`config.mk`:
```
export PLATFORM = sky130hd
export DESIGN_NAME = matrix_op_sequencer_flat
export DESIGN_NICKNAME = d
export VERILOG_FILES = /design/src/rtl/matseq_pkg.sv /design/src/rtl/matrix_op_sequencer_if.sv /design/src/rtl/matseq_out_reg.sv /design/src/rtl/matrix_op_sequencer.sv /design/src/flat_wrapper.sv
export SDC_FILE = /design/constraint.sdc
export NUM_CORES = 1
export LEC_CHECK = 0
export BUFFER_PORTS_ARGS = -buffer_cell sky130_fd_sc_hd__buf_2
export CAP_MARGIN = 20
export CORE_UTILIZATION = 44
export DETAILED_ROUTE_END_ITERATION = 10
export PLACE_DENSITY = 0.77
export SYNTH_ARGS = -nofsm -noshare
export SYNTH_HDL_FRONTEND = slang
export SYNTH_HIERARCHICAL = 1
export SYNTH_SLANG_ARGS = --single-unit
export TNS_END_PERCENT = 50
```
`constraint.sdc`:
```
create_clock -name clk -period 1.8 [get_ports clk]
set_input_delay 0.27 -clock clk [delete_from_list [all_inputs] [get_ports clk]]
set_output_delay 0.27 -clock clk [all_outputs]
set_load 0.1 [all_outputs]
```
`src/rtl/matseq_pkg.sv`:
```
// matseq_pkg: shared types, ALU select codes and helpers for matrix_op_sequencer.
package matseq_pkg;

  typedef enum logic [2:0] {
    OP_TRANSPOSE = 3'd0,
    OP_ADD       = 3'd1,
    OP_SUB       = 3'd2,
    OP_MUL       = 3'd3,
    OP_SCALE     = 3'd4,
    OP_DET       = 3'd5
  } op_e;

  typedef enum logic [2:0] {
    ST_IDLE,
    ST_LOAD_A,
    ST_LOAD_B,
    ST_SET_K,
    ST_ISSUE,
    ST_WAIT,
    ST_READ,
    ST_PRESENT
  } state_e;

  // ALUMatrixTop select codes
  localparam logic [5:0] SEL_A_BASE   = 6'd0;
  localparam logic [5:0] SEL_B_BASE   = 6'd9;
  localparam logic [5:0] SEL_RES_BASE = 6'd18;
  localparam logic [5:0] SEL_DET      = 6'd27;
  localparam logic [5:0] SEL_TRANS    = 6'd28;
  localparam logic [5:0] SEL_ADD      = 6'd29;
  localparam logic [5:0] SEL_SUB      = 6'd30;
  localparam logic [5:0] SEL_MUL      = 6'd31;
  localparam logic [5:0] SEL_SCALE    = 6'd32;
  localparam logic [5:0] SEL_DETOP    = 6'd33;
  localparam logic [5:0] SEL_SETK     = 6'd40;
  localparam logic [5:0] SEL_IDLE     = 6'd18;

  // Operation code presented to the ALU while an op is issued/in flight
  function automatic logic [5:0] op_to_sel(input op_e op);
    logic [5:0] sel;
    case (op)
      OP_TRANSPOSE: sel = SEL_TRANS;
      OP_ADD:       sel = SEL_ADD;
      OP_SUB:       sel = SEL_SUB;
      OP_MUL:       sel = SEL_MUL;
      OP_SCALE:     sel = SEL_SCALE;
      OP_DET:       sel = SEL_DETOP;
      default:      sel = SEL_IDLE;
    endcase
    return sel;
  endfunction

  // Codes 6 and 7 are not operations
  function automatic logic op_is_legal(input logic [2:0] op);
    return (op <= 3'd5);
  endfunction

endpackage

```
`src/rtl/matrix_op_sequencer_if.sv`:
```
// matrix_op_sequencer_if: command, operand and result handshakes of the sequencer.
// Defining MATSEQ_REUSE_EN adds the cmd_reuse command field.
interface matrix_op_sequencer_if #(
  parameter int DATA_W = 32
);
  logic              cmd_valid;
  logic              cmd_ready;
  logic [2:0]        cmd_op;
  logic [DATA_W-1:0] cmd_scalar;
`ifdef MATSEQ_REUSE_EN
  logic              cmd_reuse;
`endif
  logic              in_valid;
  logic              in_ready;
  logic [DATA_W-1:0] in_data;
  logic              out_valid;
  logic              out_ready;
  logic [DATA_W-1:0] out_data;
  logic              out_last;

`ifdef MATSEQ_REUSE_EN
  modport master (
    output cmd_valid, cmd_op, cmd_scalar, cmd_reuse, in_valid, in_data, out_ready,
    input  cmd_ready, in_ready, out_valid, out_data, out_last
  );
  modport slave (
    input  cmd_valid, cmd_op, cmd_scalar, cmd_reuse, in_valid, in_data, out_ready,
    output cmd_ready, in_ready, out_valid, out_data, out_last
  );
`else
  modport master (
    output cmd_valid, cmd_op, cmd_scalar, in_valid, in_data, out_ready,
    input  cmd_ready, in_ready, out_valid, out_data, out_last
  );
  modport slave (
    input  cmd_valid, cmd_op, cmd_scalar, in_valid, in_data, out_ready,
    output cmd_ready, in_ready, out_valid, out_data, out_last
  );
`endif

endinterface

```
`src/rtl/matseq_out_reg.sv`:
```
// matseq_out_reg: single-entry valid/ready holding register for result beats.
module matseq_out_reg #(
  parameter int DATA_W = 32
) (
  input  logic              clk,
  input  logic              reset,
  input  logic              load,
  input  logic [DATA_W-1:0] load_data,
  input  logic              load_last,
  input  logic              out_ready,
  output logic              out_valid,
  output logic [DATA_W-1:0] out_data,
  output logic              out_last
);

  logic              valid_q, valid_d;
  logic [DATA_W-1:0] data_q, data_d;
  logic              last_q, last_d;

  // Hold the beat until accepted; data stays put afterwards, last is cleared
  always_comb begin
    valid_d = valid_q;
    data_d  = data_q;
    last_d  = last_q;
    if (valid_q && out_ready) begin
      valid_d = 1'b0;
      last_d  = 1'b0;
    end
    if (load) begin
      valid_d = 1'b1;
      data_d  = load_data;
      last_d  = load_last;
    end
  end

  // State register
  always_ff @(posedge clk) begin
    if (reset) begin
      valid_q <= 1'b0;
      data_q  <= '0;
      last_q  <= 1'b0;
    end else begin
      valid_q <= valid_d;
      data_q  <= data_d;
      last_q  <= last_d;
    end
  end

  assign out_valid = valid_q;
  assign out_data  = data_q;
  assign out_last  = last_q;

endmodule

```
`src/rtl/matrix_op_sequencer.sv`:
```
// matrix_op_sequencer: loads operands into ALUMatrixTop, issues one op,
// waits its latency and streams the result back out on a valid/ready port.
// Defining MATSEQ_REUSE_EN lets a command reuse the operands already loaded.
module matrix_op_sequencer
  import matseq_pkg::*;
#(
  parameter int DATA_W  = 32,
  parameter int OP_LAT  = 1,
  parameter int MUL_LAT = 2,
  parameter int RD_LAT  = 1
) (
  input  logic                 clk,
  input  logic                 reset,
  matrix_op_sequencer_if.slave bus,
  output logic                 err,
  output logic                 busy,
  output logic [5:0]           alu_sel,
  output logic [DATA_W-1:0]    alu_ele_in,
  input  logic [DATA_W-1:0]    alu_ele_out
);

  localparam logic [7:0] OP_LAT_C  = 8'(OP_LAT);
  localparam logic [7:0] MUL_LAT_C = 8'(MUL_LAT);
  localparam logic [7:0] RD_LAT_C  = 8'(RD_LAT);

  state_e            state_q, state_d;
  op_e               op_q, op_d;
  logic [DATA_W-1:0] scalar_q, scalar_d;
  logic [3:0]        idx_q, idx_d;
  logic [3:0]        ridx_q, ridx_d;
  logic [7:0]        cnt_q, cnt_d;
  logic              err_q, err_d;
`ifdef MATSEQ_REUSE_EN
  logic              loaded_q, loaded_d;
`endif

  logic       cmd_fire;
  logic       in_fire;
  logic       out_fire;
  logic       cap_en;
  logic       cap_last;
  logic [5:0] read_sel;

  assign bus.cmd_ready = (state_q == ST_IDLE);
  assign bus.in_ready  = (state_q == ST_LOAD_A) || (state_q == ST_LOAD_B);
  assign cmd_fire      = bus.cmd_valid && bus.cmd_ready;
  assign in_fire       = bus.in_valid && bus.in_ready;
  assign out_fire      = bus.out_valid && bus.out_ready;
  assign read_sel      = (op_q == OP_DET) ? SEL_DET : (SEL_RES_BASE + {2'b00, ridx_q});
  assign busy          = (state_q != ST_IDLE);
  assign err           = err_q;

  // Next-state logic and ALU drive; alu_sel falls back to a harmless read
  always_comb begin
    state_d    = state_q;
    op_d       = op_q;
    scalar_d   = scalar_q;
    idx_d      = idx_q;
    ridx_d     = ridx_q;
    cnt_d      = cnt_q;
    err_d      = 1'b0;
`ifdef MATSEQ_REUSE_EN
    loaded_d   = loaded_q;
`endif
    cap_en     = 1'b0;
    cap_last   = 1'b0;
    alu_sel    = SEL_IDLE;
    alu_ele_in = '0;

    case (state_q)
      ST_IDLE: begin
        if (cmd_fire) begin
          if (op_is_legal(bus.cmd_op)) begin
            op_d     = op_e'(bus.cmd_op);
            scalar_d = bus.cmd_scalar;
            idx_d    = 4'd0;
            ridx_d   = 4'd0;
            state_d  = ST_LOAD_A;
`ifdef MATSEQ_REUSE_EN
            // Skip loading only when the ALU holds operands of a completed command
            if (bus.cmd_reuse && loaded_q) begin
              state_d = (op_e'(bus.cmd_op) == OP_SCALE) ? ST_SET_K : ST_ISSUE;
            end
`endif
          end else begin
            err_d = 1'b1;
          end
        end
      end

      ST_LOAD_A: begin
        if (in_fire) begin
          alu_sel    = SEL_A_BASE + {2'b00, idx_q};
          alu_ele_in = bus.in_data;
          if (idx_q == 4'd8) begin
            idx_d = 4'd0;
            case (op_q)
              OP_ADD, OP_SUB, OP_MUL: state_d = ST_LOAD_B;
              OP_SCALE:               state_d = ST_SET_K;
              default:                state_d = ST_ISSUE;
            endcase
          end else begin
            idx_d = idx_q + 4'd1;
          end
        end
      end

      ST_LOAD_B: begin
        if (in_fire) begin
          alu_sel    = SEL_B_BASE + {2'b00, idx_q};
          alu_ele_in = bus.in_data;
          if (idx_q == 4'd8) begin
            idx_d   = 4'd0;
            state_d = ST_ISSUE;
          end else begin
            idx_d = idx_q + 4'd1;
          end
        end
      end

      ST_SET_K: begin
        alu_sel    = SEL_SETK;
        alu_ele_in = scalar_q;
        state_d    = ST_ISSUE;
      end

      ST_ISSUE: begin
        alu_sel    = op_to_sel(op_q);
        alu_ele_in = (op_q == OP_SCALE) ? scalar_q : '0;
        cnt_d      = (op_q == OP_MUL) ? MUL_LAT_C : OP_LAT_C;
        state_d    = ST_WAIT;
      end

      ST_WAIT: begin
        alu_sel = op_to_sel(op_q);
        if (cnt_q <= 8'd1) begin
          ridx_d  = 4'd0;
          cnt_d   = RD_LAT_C;
          state_d = ST_READ;
        end else begin
          cnt_d = cnt_q - 8'd1;
        end
      end

      ST_READ: begin
        alu_sel = read_sel;
        if (cnt_q <= 8'd1) begin
          cap_en   = 1'b1;
          cap_last = (op_q == OP_DET) || (ridx_q == 4'd8);
          state_d  = ST_PRESENT;
        end else begin
          cnt_d = cnt_q - 8'd1;
        end
      end

      ST_PRESENT: begin
        alu_sel = read_sel;
        if (out_fire) begin
          if (bus.out_last) begin
            state_d  = ST_IDLE;
`ifdef MATSEQ_REUSE_EN
            loaded_d = 1'b1;
`endif
          end else begin
            ridx_d  = ridx_q + 4'd1;
            cnt_d   = RD_LAT_C;
            state_d = ST_READ;
          end
        end
      end

      default: state_d = ST_IDLE;
    endcase
  end

  // State register
  always_ff @(posedge clk) begin
    if (reset) begin
      state_q  <= ST_IDLE;
      op_q     <= OP_TRANSPOSE;
      scalar_q <= '0;
      idx_q    <= 4'd0;
      ridx_q   <= 4'd0;
      cnt_q    <= 8'd0;
      err_q    <= 1'b0;
`ifdef MATSEQ_REUSE_EN
      loaded_q <= 1'b0;
`endif
    end else begin
      state_q  <= state_d;
      op_q     <= op_d;
      scalar_q <= scalar_d;
      idx_q    <= idx_d;
      ridx_q   <= ridx_d;
      cnt_q    <= cnt_d;
      err_q    <= err_d;
`ifdef MATSEQ_REUSE_EN
      loaded_q <= loaded_d;
`endif
    end
  end

  matseq_out_reg #(
    .DATA_W(DATA_W)
  ) u_out_reg (
    .clk       (clk),
    .reset     (reset),
    .load      (cap_en),
    .load_data (alu_ele_out),
    .load_last (cap_last),
    .out_ready (bus.out_ready),
    .out_valid (bus.out_valid),
    .out_data  (bus.out_data),
    .out_last  (bus.out_last)
  );

endmodule

```
`src/flat_wrapper.sv`:
```
// flat-port wrapper written by rule: the top's interface ports become plain ports
module matrix_op_sequencer_flat import matseq_pkg::*;
#(
  parameter int DATA_W  = 32,
  parameter int OP_LAT  = 1,
  parameter int MUL_LAT = 2,
  parameter int RD_LAT  = 1
)
  (clk, reset, err, busy, alu_sel, alu_ele_in, alu_ele_out, bus_cmd_valid, bus_cmd_op, bus_cmd_scalar, bus_in_valid, bus_in_data, bus_out_ready, bus_cmd_ready, bus_in_ready, bus_out_valid, bus_out_data, bus_out_last);
  matrix_op_sequencer_if #(.DATA_W(DATA_W)) bus_i ();
  input  logic clk;
  input  logic reset;
  output logic err;
  output logic busy;
  output logic [5:0] alu_sel;
  output logic [DATA_W-1:0] alu_ele_in;
  input  logic [DATA_W-1:0] alu_ele_out;
  input wire logic [$bits(bus_i.cmd_valid)-1:0] bus_cmd_valid;
  input wire logic [$bits(bus_i.cmd_op)-1:0] bus_cmd_op;
  input wire logic [$bits(bus_i.cmd_scalar)-1:0] bus_cmd_scalar;
  input wire logic [$bits(bus_i.in_valid)-1:0] bus_in_valid;
  input wire logic [$bits(bus_i.in_data)-1:0] bus_in_data;
  input wire logic [$bits(bus_i.out_ready)-1:0] bus_out_ready;
  output wire logic [$bits(bus_i.cmd_ready)-1:0] bus_cmd_ready;
  output wire logic [$bits(bus_i.in_ready)-1:0] bus_in_ready;
  output wire logic [$bits(bus_i.out_valid)-1:0] bus_out_valid;
  output wire logic [$bits(bus_i.out_data)-1:0] bus_out_data;
  output wire logic [$bits(bus_i.out_last)-1:0] bus_out_last;
  assign bus_i.cmd_valid = bus_cmd_valid;
  assign bus_i.cmd_op = bus_cmd_op;
  assign bus_i.cmd_scalar = bus_cmd_scalar;
  assign bus_i.in_valid = bus_in_valid;
  assign bus_i.in_data = bus_in_data;
  assign bus_i.out_ready = bus_out_ready;
  assign bus_cmd_ready = bus_i.cmd_ready;
  assign bus_in_ready = bus_i.in_ready;
  assign bus_out_valid = bus_i.out_valid;
  assign bus_out_data = bus_i.out_data;
  assign bus_out_last = bus_i.out_last;
  matrix_op_sequencer #(.DATA_W(DATA_W), .OP_LAT(OP_LAT), .MUL_LAT(MUL_LAT), .RD_LAT(RD_LAT)) u_core (.clk(clk), .reset(reset), .bus(bus_i), .err(err), .busy(busy), .alu_sel(alu_sel), .alu_ele_in(alu_ele_in), .alu_ele_out(alu_ele_out));
endmodule
```
# Yosys cells after proc, flatten, opt, wreduce, memory -nomap -nowiden
# Index checks and enable logic that the tools add are counted.
# Widths: inputs -> output; s select.
[totals]
register_bits = 89
inputBits = 104
output_inout_bits = 76
[op_classes]
add_sub_neg = 5
n_lt_le_gt_ge = 2
n_eq_ne = 26
muxes = 43
bitwise = 2
reduce_logical = 22
[ops]
columns = ["op", "n"]
rows = [
  ["$pmux 32 s3", 1],
  ["$mux 32", 2],
  ["$pmux 6 s6", 1],
  ["$mux 8", 4],
  ["$pmux 8 s4", 1],
  ["$mux 3", 10],
  ["$pmux 6 s5", 1],
  ["$mux 4", 7],
  ["$pmux 3 s8", 1],
  ["$eq 3x3->1 const B", 6],
  ["$eq 3x2->1 const B", 4],
  ["$mux 6", 2],
  ["$ne 2x1->1 const B", 6],
  ["$ne 2x2->1 const B", 6],
  ["$pmux 4 s3", 1],
  ["$reduce_and 9->1", 1],
  ["$add 4x1->4 const B", 2],
  ["$eq 4x4->1 const B", 2],
  ["$le 8x1->1 const B", 1],
  ["$mux 1", 8],
  ["$pmux 4 s2", 1],
  ["$reduce_and 4->1", 2],
  ["$sub 8x1->8 const B", 1],
  ["$add 5x4->6 const A", 1],
  ["other kinds (17)", 28],
]

# Longest topological paths before layout
# Gate-level depths: netlist (run 1).
[logic_depth]
ltp_word = 6
ltp_mapped = 9
depth_no_buf = 8

# Hierarchy
# The synthesis (run 1) kept the hierarchy.
[by_module_without_submodules]
columns = ["module", "instances", "cells_each", "area_per_inst_um2", "seq_area_each_um2"]
rows = [
  ["matrix_op_sequencer", 1, 407, 3133.0, 1101.1],
  ["matseq_out_reg", 1, 113, 1242.4, 680.7],
]

# Worst setup path before layout (run 1)
# No wires, ideal clock.
[synth_timing]
kind = "flip-flop to output port"
start = "reg u_core.state_q[1]"
end = "out alu_sel[5]"
t_arrival_ps = 2733
required_time_ps = 1530
path_slack_ps = -1203
path_stages_with_launch = 4
path_cell_list = "dfxtp_1 > buf_2 > nand2b_1 > o21ai_0"
[synth_via]
elab_chain_len = 3
elab_cells_between_ends = 10
classes_between = "eq/ne: 7; mux: 1; reduce/logical: 2"
[synth_lines]
columns = ["item", "line_no", "text"]
rows = [
  ["start, declared", "matrix_op_sequencer.sv:26", "state_e state_q, state_d;"],
  ["start signal, assigned", "matrix_op_sequencer.sv:190", "state_q <= state_d;"],
  ["$eq 3x3->1", "matrix_op_sequencer.sv:70", "case (state_q)"],
  ["$reduce_or 2->1 (no source line)", "n/a", ""],
  ["$pmux 6 s5 *", "matrix_op_sequencer.sv:70", ""],
  ["end, declared", "flat_wrapper.sv:15", "output logic [5:0] alu_sel;"],
]
# Mark *: on every way between the ends. The rest lies on a longest branch, timed or not.

# Final worst setup path (run 1)
[layout_timing]
start = "reg u_core.state_q[0]"
end = "reg u_core.op_q[0]"
[layout_via]
elab_chain_len = 3
[layout_lines]
columns = ["item", "line_no", "text"]
rows = [
  ["$logic_not 3->1 *", "matrix_op_sequencer.sv:44, matrix_op_sequencer.sv:70", ""],
  ["$logic_and 1x1->1", "matrix_op_sequencer.sv:46", "assign cmd_fire = bus.cmd_valid && bus.cmd_ready;"],
  ["$reduce_and 3->1 (no source line) *", "n/a", ""],
  ["end signal, assigned", "matrix_op_sequencer.sv:191", "op_q <= op_d;"],
  ["end, declared", "matrix_op_sequencer.sv:27", "op_e op_q, op_d;"],
]
# Marked as above.
# A chain may end at the register's enable or synchronous reset.

==> results of run 1 <==
==> timing repair <==
action,CTS,global route
hold endpoints to repair,0,0
setup buffers,16,7
pin swaps,16,23
gates resized for setup,86,43
endpoints found under the setup margin,120,125
cloned,3,11
==> final cells by class <==
type,instances,area share (%)
Sequential cell,89,22.8
Timing Repair Buffer,270,33.4
Multi-Input combinational cell,380,38.4
Tap cell,133,2.10
Clock inverter,6,0.946
Inverter,13,0.804
Clock buffer,10,1.61
==> worst max-delay path by stage <==
stage | endpoint | depth (start not counted)
2_1_floorplan | alu_sel[3] | 4
3_3_place_gp | alu_ele_in[12] | 5
3_5_place_dp | u_core/u_out_reg/out_data[16] | 8
4_1_cts | alu_sel[4] | 6
5_1_grt | u_core/op_q[0] | 9
6_report | u_core/op_q[0] | 9
==> worst reg2reg max path, stage by stage, from the launching register on <==
cell	delay [ps]
sky130_fd_sc_hd__dfxtp_4	380
sky130_fd_sc_hd__buf_6	130
sky130_fd_sc_hd__buf_4	140
sky130_fd_sc_hd__buf_8	120
sky130_fd_sc_hd__or3_4	410
sky130_fd_sc_hd__inv_12	90
sky130_fd_sc_hd__and2_4	250
sky130_fd_sc_hd__clkbuf_16	220
sky130_fd_sc_hd__nand2_1	80
sky130_fd_sc_hd__a21oi_2	270
==> per-stage QoR <==
stage | hold WS (ps) | setup TNS (ps) | area [um^2] | worst slack, ps
3_3_place_gp | 450 | -1720 | 6690 | -62.7
2_1_floorplan | 398 | -3900 | 4800 | -183
5_1_grt | 133 | -26630 | 7940 | -407
3_5_place_dp | 461 | -4660 | 6690 | -114
4_1_cts | 133 | -11680 | 7430 | -293
6_report | 133 | -21070 | 7940 | -394
==> placed cells by master (no fill, tap or decap), types with 4 or more instances in the layout <==
| master | instances |
|---|---|
| sky130_fd_sc_hd__buf_2 | 138 |
| sky130_fd_sc_hd__nand2_1 | 80 |
| sky130_fd_sc_hd__dfxtp_1 | 76 |
| sky130_fd_sc_hd__nor2_1 | 55 |
| sky130_fd_sc_hd__buf_12 | 48 |
| sky130_fd_sc_hd__buf_4 | 48 |
| sky130_fd_sc_hd__mux2i_1 | 33 |
| sky130_fd_sc_hd__a22o_4 | 32 |
| sky130_fd_sc_hd__a21oi_1 | 30 |
| sky130_fd_sc_hd__a21oi_2 | 20 |
| sky130_fd_sc_hd__buf_6 | 17 |
| sky130_fd_sc_hd__clkbuf_16 | 11 |
| sky130_fd_sc_hd__inv_1 | 10 |
| sky130_fd_sc_hd__clkbuf_8 | 9 |
| sky130_fd_sc_hd__dfxtp_2 | 9 |
| sky130_fd_sc_hd__xor2_1 | 7 |
| sky130_fd_sc_hd__nand2_2 | 6 |
| sky130_fd_sc_hd__nor3_1 | 6 |
| sky130_fd_sc_hd__nand3_1 | 5 |
| sky130_fd_sc_hd__o211ai_1 | 5 |
| sky130_fd_sc_hd__buf_16 | 4 |
| sky130_fd_sc_hd__o21ai_1 | 4 |
| sky130_fd_sc_hd__o21ai_2 | 4 |
| sky130_fd_sc_hd__ha_1 | 4 |
| sky130_fd_sc_hd__dfxtp_4 | 4 |
| sky130_fd_sc_hd__buf_8 | 4 |
==> where the power goes <==
| part | total (W) | internal, W | switching, W |
|---|---|---|---|
| Sequential | 0.00247 | 0.00223 | 0.000244 |
| Clock | 0.00147 | 0.000663 | 0.000809 |
| Combinational | 0.00752 | 0.00315 | 0.00438 |
| Total | 0.0115 | 0.00604 | 0.00543 |
==> routing by layer <==
| metal | vias to the layer above | track usage [%] |
|---|---|---|
| li1 | 2308 | - |
| met1 | 2478 | 30.5 |
| met4 | 0 | 17.1 |
| met5 | - | 0 |
| met2 | 386 | 54.0 |
| met3 | 103 | 6.28 |
==> sequential cells by signal, summed over array words and instances, names as in the netlist, 3 cells and up <==
name and count:
u_core/scalar_q 32, u_core/u_out_reg/out_data 32, u_core/state_q 3, u_core/ridx_q 4
u_core/cnt_q 8, u_core/idx_q 4, u_core/op_q 3
==> cells by family after synthesis <==
group | after synthesis
multiplexers | 35
adder cells (fa/ha/maj) | 8
AND/OR/NAND/NOR | 191
XOR/XNOR | 11
AO/OA/AOI/OAI | 135
buffers and inverters | 51
flip-flops | 89
==> out/summary.json, run 1 <==
{
  "worstPathArrival_ps": 2460,
  "placed_cells": 850,
  "number_of_buffers_created_by_cts": 9,
  "share_of_the_synthesized_netlist_area_taken_by_xor_and_xnor_gates_pct": 2.37,
  "clock_skew_ps": 19.4,
  "async_reset_ff_share_pct": 0,
  "cp-start-kind": "register",
  "grt_antenna_before_repair": 0,
  "worstPathBufferInverterCount": 5,
  "crit_start": "u_core/state_q[0]",
  "finalPower_w": 0.0115,
  "grt_max_degree": 36,
  "ir_drop_mv": 0.979,
  "design.die.area_um2": 10300,
  "hold_depth": 3,
  "critical-path-max-stage-delay_ps": 410,
  "place_congestion": 0.852,
  "port_buffers": 179,
  "yosys.area_share.adder_pct": 2.29,
  "i_o_pins": 180,
  "seqCellArea_um2": 1810,
  "layout.core_utilization_pct": 82.0,
  "r2r_cells": 9,
  "via_count": 5275,
  "routed_via_density": 5.85,
  "slew-limit-headroom_pct": 49.2,
  "synth.area.mux_share_pct": 8.04,
  "critical_path.reg2reg.startpoint": "u_core/state_q[0]",
  "timing.critical_path.slowest_stage_cell": "sky130_fd_sc_hd__or3_4",
  "power-per-cell-area_nw_per_um2": 1440,
  "multi_input_comb_area_um2": 3050,
  "grt_overflow": 0,
  "final.fill_count": 510,
  "post_drt_wl_per_cell_um": 21.0,
  "min-delay-start": "bus_cmd_scalar[14]",
  "cp_data_required_time_ps": 2060,
  "yosys_warnings": 6,
  "hold-path-endpoint": "u_core/scalar_q[14]",
  "path_class": "reg2reg",
  "end_kind": "register",
  "synth_top_cell_area_share_pct": 40.7,
  "ctsHtreeMaxLevel": 3,
  "synthesis.area_per_instance_um2": 8.41,
  "synth-compound-area-share_pct": 21.3,
  "fmaxAchievable_ghz": 0.456,
  "post_synth_edffs": 0,
  "cp_cell_sequence": "buf_6, buf_4, buf_8, or3_4, inv_12, and2_4, clkbuf_16, nand2_1, a21oi_2",
  "root_buffer": "sky130_fd_sc_hd__clkbuf_8",
  "power.static_leakage_nw": 3.38,
  "fin_cells": 901,
  "fraction_of_final_layout_cells_with_drive_strength_greater_than_1_pct": 53.6,
  "drtAntennaViolNets": 0,
  "placementRows": 36,
  "remaining_drc_errors": 0,
  "diodes_inserted": 0,
  "clock_path_buffers": 2,
  "syn-cell-area_um2": 4380,
  "worst_hold_path_type": "in2reg",
  "ys_top_cells_by_count": "89 x sky130_fd_sc_hd__dfxtp_1, 88 x sky130_fd_sc_hd__nand2_1, 59 x sky130_fd_sc_hd__nor2_1",
  "ff2ff_setup_slack_ps": -390,
  "final-setup-viol-count": 91,
  "worstPathMaxFanout": 17,
  "die-width_um": 102,
  "wl_met3_um": 1650,
  "synth-seq-cells": 89,
  "route.layer.met1.wl_um": 6460,
  "yosys-top-cells-area": "sky130_fd_sc_hd__dfxtp_1 41%, sky130_fd_sc_hd__mux2i_1 7.8%, sky130_fd_sc_hd__nand2_1 7.5%",
  "largest_family_of_logic_cells_by_synthesized_area": "compound AO/OA/AOI/OAI gates",
  "yosys_most_used_dff": "sky130_fd_sc_hd__dfxtp_1",
  "layout_min_cycle_time_ps": 2190,
  "drt-total-wl_um": 18900,
  "drtIter0Drc": 377,
  "critical_path.reg2reg.endpoint": "u_core/op_q[0]",
  "place_hpwl_um": 9970,
  "rsz0062_at_grt": "true",
  "detailedRoute.firstPassIterationCount": 6,
  "clk_transition_reported_paths_ps": 110,
  "synth_cell_types": 59,
  "period_share_pct": 122,
  "via_count_of_the_first_global_routing_pass": 4952,
  "clock_sinks": 89,
  "worst-slew-pin-transition_ps": 760,
  "cts_hold_repair.buffers": 0,
  "floorplan.initialDensity_pct": 45.2,
  "critical_path.top_delay_family": "simple AND/OR/NAND/NOR gates",
  "result_of_the_run": "complete, but fails checks",
  "area_growth_pct": 81.4,
  "grt_util_all_layers_pct": 29.3,
  "synthMostInstantiatedCell": "sky130_fd_sc_hd__dfxtp_1",
  "ys_seq_area_share_pct": 40.7,
  "wire_length_of_the_first_global_routing_pass_um": 23500,
  "synth_simple_gate_area_share_pct": 19.1,
  "floorplan.core_area_um2": 9680,
  "worstSkewPairLatency_ps": 370,
  "highest_layer": "met4",
  "met2_wirelength_um": 9760,
  "synth_largest_area_cell": "sky130_fd_sc_hd__dfxtp_1",
  "hold_viol_final": 0,
  "nets": 875,
  "tritoncts": "done",
  "synthesis.nets": 632,
  "finalWorstSetupSlack_ps": -394,
  "drv.max_cap_violation_count": 0,
  "drv_slew": 0,
  "die_y_um": 102,
  "failed_checks": "negative setup slack",
  "synthCells": 520
}
(Power assumes the default switching activity.)
==> inputs of run 2 (changes only) <==
--- a/config.mk
+++ b/config.mk
@@ -7,11 +7,10 @@
 export LEC_CHECK = 0
 export BUFFER_PORTS_ARGS = -buffer_cell sky130_fd_sc_hd__buf_2
 export CAP_MARGIN = 20
-export CORE_UTILIZATION = 44
+export CORE_UTILIZATION = 43
 export DETAILED_ROUTE_END_ITERATION = 10
-export PLACE_DENSITY = 0.77
+export PLACE_DENSITY = 0.76
 export SYNTH_ARGS = -nofsm -noshare
 export SYNTH_HDL_FRONTEND = slang
-export SYNTH_HIERARCHICAL = 1
 export SYNTH_SLANG_ARGS = --single-unit
 export TNS_END_PERCENT = 50
==> run 2 against run 1 <==
The run still ends with negative setup slack left. Final cell count rose by 2.9%. Critical path type is now reg2out. Critical path depth decreased by 2. Fmax shrank 1.5%. Clock skew is 8.1 ps lower. Register-to-register slack improved by 250 ps. Largest power group unchanged. Largest cell class unchanged. Combinational power decreased by 12%. Clock power down 9.5%. Sequential share of layout area is 1.2 points higher. Global-route usage is 0.084 points lower. Sequential cell count did not move. Setup slack got worse by 32 ps. Synthesized area decreased by 3.5%. Critical endpoint is now alu_ele_in[22].
==> out/summary.json, run 2 <==
{
  "drtAntennaViolNets": 0,
  "wire_length_of_the_first_global_routing_pass_um": 23300,
  "worstPathBufferInverterCount": 3,
  "design.die.area_um2": 10200,
  "clock_path_buffers": 2,
  "grt_util_all_layers_pct": 29.2,
  "failed_checks": "negative setup slack",
  "port_buffers": 179,
  "grt_antenna_before_repair": 0,
  "timing.critical_path.slowest_stage_cell": "sky130_fd_sc_hd__dfxtp_4",
  "end_kind": "output pin",
  "grt_max_degree": 86,
  "yosys_warnings": 0,
  "critical-path-max-stage-delay_ps": 370,
  "remaining_drc_errors": 0,
  "power-per-cell-area_nw_per_um2": 1370,
  "worstSkewPairLatency_ps": 370,
  "worst_hold_path_type": "in2reg",
  "synth_cell_types": 49,
  "place_hpwl_um": 10000,
  "place_congestion": 0.909,
  "clock_skew_ps": 11.3,
  "result_of_the_run": "complete, but fails checks",
  "min-delay-start": "bus_cmd_scalar[18]",
  "drv_slew": 0,
  "worstPathMaxFanout": 16,
  "clk_transition_reported_paths_ps": 100,
  "cts_hold_repair.buffers": 0,
  "final.setup.tns_ps": -17250,
  "cp_cell_sequence": "nor2_4, nand2_2, o32ai_4, buf_12, buf_12, a22o_1, buf_12",
  "via_count_of_the_first_global_routing_pass": 4894,
  "yosys-top-cells-area": "sky130_fd_sc_hd__dfxtp_1 42%, sky130_fd_sc_hd__nand2_1 13%, sky130_fd_sc_hd__a21oi_1 10%",
  "diodes_inserted": 0,
  "i_o_pins": 180,
  "drtIter0Drc": 247,
  "root_buffer": "sky130_fd_sc_hd__clkbuf_8",
  "crit_start": "u_core.state_q[0]",
  "clock_sinks": 89,
  "detailedRoute.firstPassIterationCount": 5,
  "synthesis.area_per_instance_um2": 7.71,
  "critical_path.top_delay_family": "buffers and inverters",
  "multi_input_comb_area_um2": 2860,
  "worstPathArrival_ps": 1960,
  "synth-seq-cells": 89,
  "hold_viol_final": 0,
  "synthesis.nets": 660,
  "floorplan.initialDensity_pct": 45.1,
  "critical_path.reg2reg.endpoint": "u_core.u_out_reg.out_last",
  "ff2ff_setup_slack_ps": -140,
  "synth_largest_area_cell": "sky130_fd_sc_hd__dfxtp_1",
  "post_drt_wl_per_cell_um": 16.9,
  "nets": 905,
  "synthMostInstantiatedCell": "sky130_fd_sc_hd__nand2_1",
  "worst-slew-pin-transition_ps": 503,
  "rsz0062_at_grt": "true",
  "r2r_cells": 10,
  "critical_path.reg2reg.startpoint": "u_core.state_q[0]",
  "cp-endpoint": "alu_ele_in[22]",
  "power.static_leakage_nw": 3.14,
  "cp-start-kind": "register",
  "final_cell_mix": "138 x sky130_fd_sc_hd__buf_2, 137 x sky130_fd_sc_hd__nand2_1, 78 x sky130_fd_sc_hd__dfxtp_1, 73 x sky130_fd_sc_hd__a21oi_1, 59 x sky130_fd_sc_hd__buf_4",
  "cp_data_required_time_ps": 1530,
  "die_y_um": 101,
  "tritoncts": "done",
  "routed_via_density": 5.50,
  "fmaxAchievable_ghz": 0.449,
  "fraction_of_final_layout_cells_with_drive_strength_greater_than_1_pct": 49.1,
  "cell_type_with_the_highest_occurrence_count_on_the_critical_path": "sky130_fd_sc_hd__buf_12",
  "layout_commonest_cell": "sky130_fd_sc_hd__buf_2",
  "ys_top_cells_by_count": "149 x sky130_fd_sc_hd__nand2_1, 89 x sky130_fd_sc_hd__dfxtp_1, 86 x sky130_fd_sc_hd__a21oi_1",
  "synth_top_cell_area_share_pct": 42.2,
  "yosys_most_used_dff": "sky130_fd_sc_hd__dfxtp_1",
  "syn-cell-area_um2": 4220,
  "number_of_buffers_created_by_cts": 9,
  "async_reset_ff_share_pct": 0,
  "final.fill_count": 596,
  "seqCellArea_um2": 1810,
  "area_growth_pct": 78.3,
  "ir_drop_mv": 0.864,
  "timing.critical_path.depth": 7,
  "layout_min_cycle_time_ps": 2230,
  "drv.max_cap_violation_count": 0,
  "final-setup-viol-count": 79,
  "hold_depth": 3,
  "finalWorstSetupSlack_ps": -426,
  "synthCells": 548,
  "slew-limit-headroom_pct": 66.7,
  "period_share_pct": 124,
  "placementRows": 35,
  "drt-total-wl_um": 15600,
  "finalPower_w": 0.0103,
  "via_count": 5102,
  "floorplan.core_area_um2": 9370,
  "post_synth_edffs": 0,
  "ys_seq_area_share_pct": 42.2,
  "grt_overflow": 0,
  "die-width_um": 101,
  "ctsHtreeMaxLevel": 3,
  "path_class": "reg2out"
}
==> run 2: cell types whose count changed after synthesis, moves of 5 or more <==
cell | previous run | this run
sky130_fd_sc_hd__a21oi_1 | 50 | 86
sky130_fd_sc_hd__nand2_1 | 88 | 149
sky130_fd_sc_hd__nor2_1 | 59 | 26
sky130_fd_sc_hd__xor2_1 | 8 | 3
sky130_fd_sc_hd__mux2i_1 | 34 | 1
==> run 2: timing repair <==
action                                  CTS  global route
pin swaps                                18            20
gates cloned                              6             0
buffers inserted                          9            15
resized for setup                        71            77
endpoints found under the setup margin   83           118
==> run 2: power by group <==
group | internal [W] | leakage, nW | switching [W]
logic | 0.00271 | 2.32 | 0.00387
clock network | 0.000526 | 0.0925 | 0.000800
registers | 0.00220 | 0.729 | 0.000210
==> run 2: final cells by class <==
class,instances,area share [%]
multi-input combinational,410,38.0
timing repair buffer,269,32.5
sequential,89,24.0
tap,129,2.14
clock buffer,9,1.64
inverter,14,0.880
clock inverter,7,0.781
==> run 2: logic make-up (layout without fill, tap and decap cells) <==
kind of cell    after synthesis  after routing  share of synthesized area, %
simple gates                230            231                          24.3
compound gates              161            161                          24.2
flops                        89             89                          42.2
buf+inv                      50            299                          4.74
fa+ha+maj                     8              8                          2.37
xor+xnor                      7              7                          1.45
mux                           3              3                         0.770
==> run 2: worst min-delay path by stage <==
stage	slack, ps	endpoint
final	120	u_core.scalar_q[18]
after global routing	130	u_core.scalar_q[30]
after CTS	120	u_core.u_out_reg.out_data[16]
after detailed placement	450	u_core.u_out_reg.out_data[4]
after global placement	440	u_core.u_out_reg.out_data[26]
after floorplan	410	u_core.scalar_q[0]
==> run 2: worst register-to-register path: cells and delay by family, from the launching register on <==
family | cells | cell delay (ps)
and+or+nand+nor | 3 | 480
AOI/OAI and AO/OA | 1 | 140
DFF | 1 | 370
buffers and inverters | 6 | 840
==> run 2: stage by stage <==
step           hold WS [ps]  setup WS, ps  cell area [um^2]  instances  utilization, %
2_1_floorplan           406         -1270              4460        548               -
3_5_place_dp            446          -315              6460        883            68.9
3_3_place_gp            440          -207              6460        883            68.9
4_1_cts                 124          -403              7150        914            76.3
6_report                121          -426              7530        927            80.4
5_1_grt                 126          -482              7530        927            80.4
==> run 2: metal layers <==
| layer | up-vias | GRT usage, % | share of wire [%] |
|---|---|---|---|
| met5 | - | 0 | 0 |
| met4 | 0 | 12.7 | 3.3 |
| met3 | 51 | 6.31 | 6.3 |
| met2 | 232 | 52.6 | 53 |
| met1 | 2417 | 33.2 | 38 |
| li1 | 2402 | - | - |
